[src/rtl/coax_rx_buffer.sv]
// Receive-side word FIFO behind coax_rx: first-word-fall-through storage of decoded words,
// plus sticky error/overflow status and an end-of-frame pulse for the host.
module coax_rx_buffer #(
    parameter int unsigned DEPTH      = 16,
    parameter int unsigned DEPTH_BITS = $clog2(DEPTH)
) (
    input  logic                clk,
    input  logic                reset,
    input  logic [9:0]          rx_data,
    input  logic                rx_strobe,
    input  logic                rx_error,
    input  logic                rx_active,
    input  logic                clear,
    input  logic                read_strobe,
    output logic [9:0]          data,
    output logic                empty,
    output logic                full,
    output logic [DEPTH_BITS:0] count,
    output logic                error,
    output logic [9:0]          error_code,
    output logic                overflow,
    output logic                frame_done
);

    localparam logic [DEPTH_BITS:0]   PTR_ONE = (DEPTH_BITS + 1)'(1);
    localparam logic [DEPTH_BITS-1:0] IDX_ONE = DEPTH_BITS'(1);

    logic [9:0]            mem [DEPTH];
    logic [DEPTH_BITS:0]   wr_ptr_q, rd_ptr_q;
    logic [DEPTH_BITS-1:0] wr_idx, rd_idx, rd_idx_inc;
    logic [9:0]            data_q, data_d;
    logic                  error_q, overflow_q, frame_done_q, rx_active_q;
    logic [9:0]            error_code_q;
    logic                  push, pop, we, drop, frame_done_d;

    assign wr_idx     = wr_ptr_q[DEPTH_BITS-1:0];
    assign rd_idx     = rd_ptr_q[DEPTH_BITS-1:0];
    assign rd_idx_inc = rd_idx + IDX_ONE;

    // Extra wrap bit distinguishes full from empty when the indices coincide.
    assign empty = (wr_ptr_q == rd_ptr_q);
    assign full  = (wr_ptr_q[DEPTH_BITS] != rd_ptr_q[DEPTH_BITS]) && (wr_idx == rd_idx);
    assign count = wr_ptr_q - rd_ptr_q;

    assign pop  = read_strobe & ~empty & ~clear;
    assign push = rx_strobe & ~rx_error & ~error_q & ~clear;
    assign we   = push & (~full | pop);
    assign drop = push & full & ~pop;

    assign frame_done_d = rx_active_q & ~rx_active & (count != '0) & ~error_q & ~clear;

    // Head register: loads the word that will sit at the read pointer after this edge.
    always_comb begin
        data_d = data_q;
        if (pop) begin
            if (count == PTR_ONE) begin
                if (we) begin
                    data_d = rx_data;
                end
            end else begin
                data_d = mem[rd_idx_inc];
            end
        end else if (we && empty) begin
            data_d = rx_data;
        end
    end

    always_ff @(posedge clk) begin
        if (we) begin
            mem[wr_idx] <= rx_data;
        end
    end

    always_ff @(posedge clk or negedge reset) begin
        if (!reset) begin
            wr_ptr_q     <= '0;
            rd_ptr_q     <= '0;
            data_q       <= '0;
            error_q      <= 1'b0;
            error_code_q <= '0;
            overflow_q   <= 1'b0;
            frame_done_q <= 1'b0;
            rx_active_q  <= 1'b0;
        end else begin
            rx_active_q <= rx_active;
            data_q      <= data_d;
            if (clear) begin
                wr_ptr_q     <= '0;
                rd_ptr_q     <= '0;
                error_q      <= 1'b0;
                error_code_q <= '0;
                overflow_q   <= 1'b0;
                frame_done_q <= 1'b0;
            end else begin
                if (we) begin
                    wr_ptr_q <= wr_ptr_q + PTR_ONE;
                end
                if (pop) begin
                    rd_ptr_q <= rd_ptr_q + PTR_ONE;
                end
                if (drop) begin
                    overflow_q <= 1'b1;
                end
                if (rx_error && !error_q) begin
                    error_q      <= 1'b1;
                    error_code_q <= rx_data;
                end
                frame_done_q <= frame_done_d;
            end
        end
    end

    assign data       = data_q;
    assign error      = error_q;
    assign error_code = error_code_q;
    assign overflow   = overflow_q;
    assign frame_done = frame_done_q;

endmodule

[config.mk]
export PLATFORM = sky130hd
export DESIGN_NAME = coax_rx_buffer
export DESIGN_NICKNAME = d
export VERILOG_FILES = /design/src/rtl/coax_rx_buffer.sv
export SDC_FILE = /design/constraint.sdc
export NUM_CORES = 1
export LEC_CHECK = 0
export ABC_AREA = 1
export CAP_MARGIN = 20
export CORE_MARGIN = 1.5
export CORE_UTILIZATION = 56
export CTS_CLUSTER_DIAMETER = 150
export DETAILED_ROUTE_END_ITERATION = 16
export PLACE_DENSITY = 0.75
export SETUP_SLACK_MARGIN = 0.5
export SKIP_LAST_GASP = 1
export SLEW_MARGIN = 0
export SYNTH_ARGS = -nofsm -noshare
export SYNTH_HDL_FRONTEND = slang
export SYNTH_SLANG_ARGS = --single-unit
[constraint.sdc]
create_clock -name clk -period 8 [get_ports clk]
set_clock_uncertainty 0.15 [all_clocks]
set_input_delay 1.2 -clock clk [delete_from_list [all_inputs] [get_ports clk]]
set_output_delay 1.2 -clock clk [all_outputs]
set_load 0.005 [all_outputs]
==> impl_table.tex <==
\begin{tabular}{lr}
\hline
Metric & Value \\
\hline
\multicolumn{2}{l}{\textbf{Timing}} \\
Final total negative setup slack & 0 ps \\
FMAX & 0.255 GHz \\
Final clock period utilization by the worst path & 49.0\% \\
Final slew viol count & 0 \\
Headroom to the max-slew limit & 29.2\% \\
Number of setup violations in the final report & 0 \\
Setup repair after global routing missed its margin & no \\
Number of failing hold endpoints at the final stage & 0 \\
Least-Margin Pin Slew & 1060 ps \\
Tmin final & 3920 ps \\
\multicolumn{2}{l}{\textbf{Yosys}} \\
Mapped cell area & 0.00842 mm\^{}2 \\
Synthesized netlist cell count & 817 \\
Top cells by count, synth & sky130\_fd\_sc\_hd\_\_nand2\_1 (259), sky130\_fd\_sc\_hd\_\_edfxtp\_1 (160), sky130\_fd\_sc\_hd\_\_nor2\_1 (107), sky130\_fd\_sc\_hd\_\_nand3\_1 (79), sky130\_fd\_sc\_hd\_\_o21ai\_0 (47) \\
Area share of the largest cell type after synthesis & 57.0\% \\
Post-synth top flop & sky130\_fd\_sc\_hd\_\_edfxtp\_1 \\
Cell with the most instances after synthesis & sky130\_fd\_sc\_hd\_\_nand2\_1 \\
Number of synthesized flops with an enable pin & 160 \\
Count of state elements after synthesis & 194 \\
Number of warnings reported in the yosys synthesis log & 0 \\
Cells taking the most area after synthesis & sky130\_fd\_sc\_hd\_\_edfxtp\_1 (57\%), sky130\_fd\_sc\_hd\_\_nand2\_1 (12\%), sky130\_fd\_sc\_hd\_\_dfrtp\_1 (10\%) \\
Post-synth cell types & 30 \\
Post-Synthesis Mean Instance Area & 10.3 um\^{}2 \\
Nets in the synthesized netlist & 844 \\
Largest area contributor in the netlist & sky130\_fd\_sc\_hd\_\_edfxtp\_1 \\
Share of async-settable or async-resettable flops after synthesis & 17.5\% \\
Register area share after synthesis & 67.1\% \\
\multicolumn{2}{l}{\textbf{Worst hold path}} \\
Hold Path Class & reg -> reg \\
\multicolumn{2}{l}{\textbf{Global routing}} \\
Overall routing resource usage & 27.0\% \\
Via count of the first global-routing pass & 5,716 \\
Number of antenna violations at the first check in global routing & 0 \\
Pin count of the biggest net entering global routing & 84 \\
Total overflow reported by the global router & 0 \\
Wire length of the first global-routing pass & 31,800 um \\
\multicolumn{2}{l}{\textbf{Routing}} \\
Via-to-Cell Ratio & 5.64 \\
Total via count in the routed design & 5,902 \\
Violation count after the first detailed-routing iteration & 641 \\
Count of antenna-violating nets left after detailed routing & 0 \\
DRC violations left & 0 \\
Wire length after detailed routing & 20,300 um \\
First-pass iteration count of the detailed router & 6 \\
Wirelength per Cell & 19.4 um \\
\multicolumn{2}{l}{\textbf{Floorplanning}} \\
Count of standard-cell rows & 44 \\
Die outline height & 126 um \\
Die outline area & 0.0158 mm\^{}2 \\
Die width & 126 um \\
Number of top-level pins & 47 \\
Core footprint & 0.0146 mm\^{}2 \\
Initial core utilization & 57.7\% \\
\multicolumn{2}{l}{\textbf{Finish}} \\
Area grow syn2layout & 13.3\% \\
Net total in the final layout & 876 \\
Count of placed standard cells in the final layout, fillers left out & 1,046 \\
Number of antenna diodes & 0 \\
Final design area excluding fillers & 0.00955 mm\^{}2 \\
Core Util, Final & 65.4\% \\
Share of cells above drive strength 1 & 6.15\% \\
\multicolumn{2}{l}{\textbf{Clock network}} \\
Number of clock sinks seen by CTS & 194 \\
Clk Tree Root Cell & sky130\_fd\_sc\_hd\_\_clkbuf\_16 \\
CTS tree & done \\
Post-CTS Setup Bufs & 0 \\
\# resized after CTS & 0 \\
Maximum clock path buffer count & 2 \\
H-tree depth & 4 \\
CTS Hold Bufs & 0 \\
Clock transition at the registers of the reported paths & 70 ps \\
Clock buffers created by TritonCTS & 17 \\
Later-pin clock latency in the skew report & 430 ps \\
\multicolumn{2}{l}{\textbf{Run status}} \\
Result of the run & completed \\
\multicolumn{2}{l}{\textbf{Critical path}} \\
Maximum fanout along the worst path & 5 \\
Crit path arrival time & 2570 ps \\
Buf+Inv Stages, Crit Path & 3 \\
Crit. End Element & primary output \\
Required time at the endpoint of the critical path & 6650 ps \\
Launching element type of the critical path & register \\
Crit path kind & reg -> out \\
Library cell contributing the largest single delay on the critical path & sky130\_fd\_sc\_hd\_\_clkdlybuf4s50\_1 \\
CP max stage delay & 510 ps \\
Gate family responsible for the most delay along the worst path & buffers and inverters \\
Worst-path cell chain & inv\_1 > ha\_1 > fa\_1 > inv\_1 > nand2\_1 > nand2\_1 > nand3\_2 > nand2\_2 > clkdlybuf4s50\_1 \\
\multicolumn{2}{l}{\textbf{Placed design}} \\
Port Buf Inserts & 46 \\
DP Area & 0.00895 mm\^{}2 \\
Number of instances in the placed design & 1,014 \\
Final weighted congestion of routability-driven global placement & 0.889 \\
HPWL after DPL & 13,100 um \\
\multicolumn{2}{l}{\textbf{Pwr}} \\
Worst vdd rail ir drop & 0.152 mV \\
Power Dens Cells & 241 mW/mm\^{}2 \\
Leakage & 3.70 nW \\
\multicolumn{2}{l}{\textbf{Flow run}} \\
Max-capacitance violation count & 0 \\
\hline
\end{tabular}
[logic make-up after synthesis]
group           Yosys count  share of synthesized area, %
flops                   194                          67.1
buf+inv                  79                          4.20
simple gates            465                          22.8
xor+xnor                  4                         0.416
compound gates           65                          3.91
fa+ha+maj                10                          1.57
[metrics by stage]
step,power [mW],setup slack (ps),hold WS [ps]
floorplan,1.32,4930,322
global placement,1.46,3930,319
detailed placement,1.46,3780,323
CTS,2.31,4070,341
global route,2.38,3720,355
finish,2.30,4080,336
[cell usage in the layout (no fill, tap or decap), types with 6 or more instances in the layout]
cell type                         count
sky130_fd_sc_hd__inv_1               35
sky130_fd_sc_hd__o21ai_0             47
sky130_fd_sc_hd__dfrtp_1             33
sky130_fd_sc_hd__nand2_1            259
sky130_fd_sc_hd__clkdlybuf4s50_1     46
sky130_fd_sc_hd__edfxtp_1           160
sky130_fd_sc_hd__nand3_1             79
sky130_fd_sc_hd__nor2_1             107
sky130_fd_sc_hd__clkbuf_16           17
sky130_fd_sc_hd__o21ai_1             13
sky130_fd_sc_hd__ha_1                 8
sky130_fd_sc_hd__nand2_2              6
[routing by layer]
metal  global-route usage (%)  wire length [um]  share of wire (%)
met5                        0                 0                  0
met4                     10.4               582                2.9
met3                     6.03              1560                7.7
met2                     42.7              9700                 48
met1                     37.0              8490                 42
[worst min-delay path: stages, from the launching register on]
cell	delay, ps
sky130_fd_sc_hd__dfrtp_1	340
sky130_fd_sc_hd__nand2_1	50
sky130_fd_sc_hd__nand2_1	60
[final cells by class]
class	instances	area, um^2
inverters	42	160
repair buffers	50	490
well taps	184	230
fillers	1121	5040
flip-flops and latches	194	5660
clock buffers	18	429
clock inverters	14	161
multi-input cells	544	2420
[power breakdown]
group | switching (mW) | internal, mW | total (mW)
Combinational | 0.182 | 0.119 | 0.301
Sequential | 0.0174 | 1.13 | 1.14
Clock | 0.364 | 0.491 | 0.856
Total | 0.564 | 1.74 | 2.30
[worst paths after layout]
check / start / end / slack, ps / cells past startpoint
setup / recovery: wr_ptr_q[0] / count[4] / 4080 / 9
hold / removal: data[1] / data[1] / 340 / 2
setup reg to reg: rd_ptr_q[0] / data[4] / 4090 / 12
hold reg to reg: data[1] / data[1] / 340 / 2
max in group asynchronous: reset / rd_ptr_q[0] / 6330 / 2
min in group asynchronous: reset / error_code[6] / 1030 / 2
[state kept, by name (all words and copies together), names as in the netlist]
signal / flops
data: 10
error_code: 10
error: 1
mem: 160
wr_ptr_q: 5
frame_done: 1
overflow: 1
rx_active_q: 1
rd_ptr_q: 5
No activity file was read; power rests on OpenSTA's default activity.
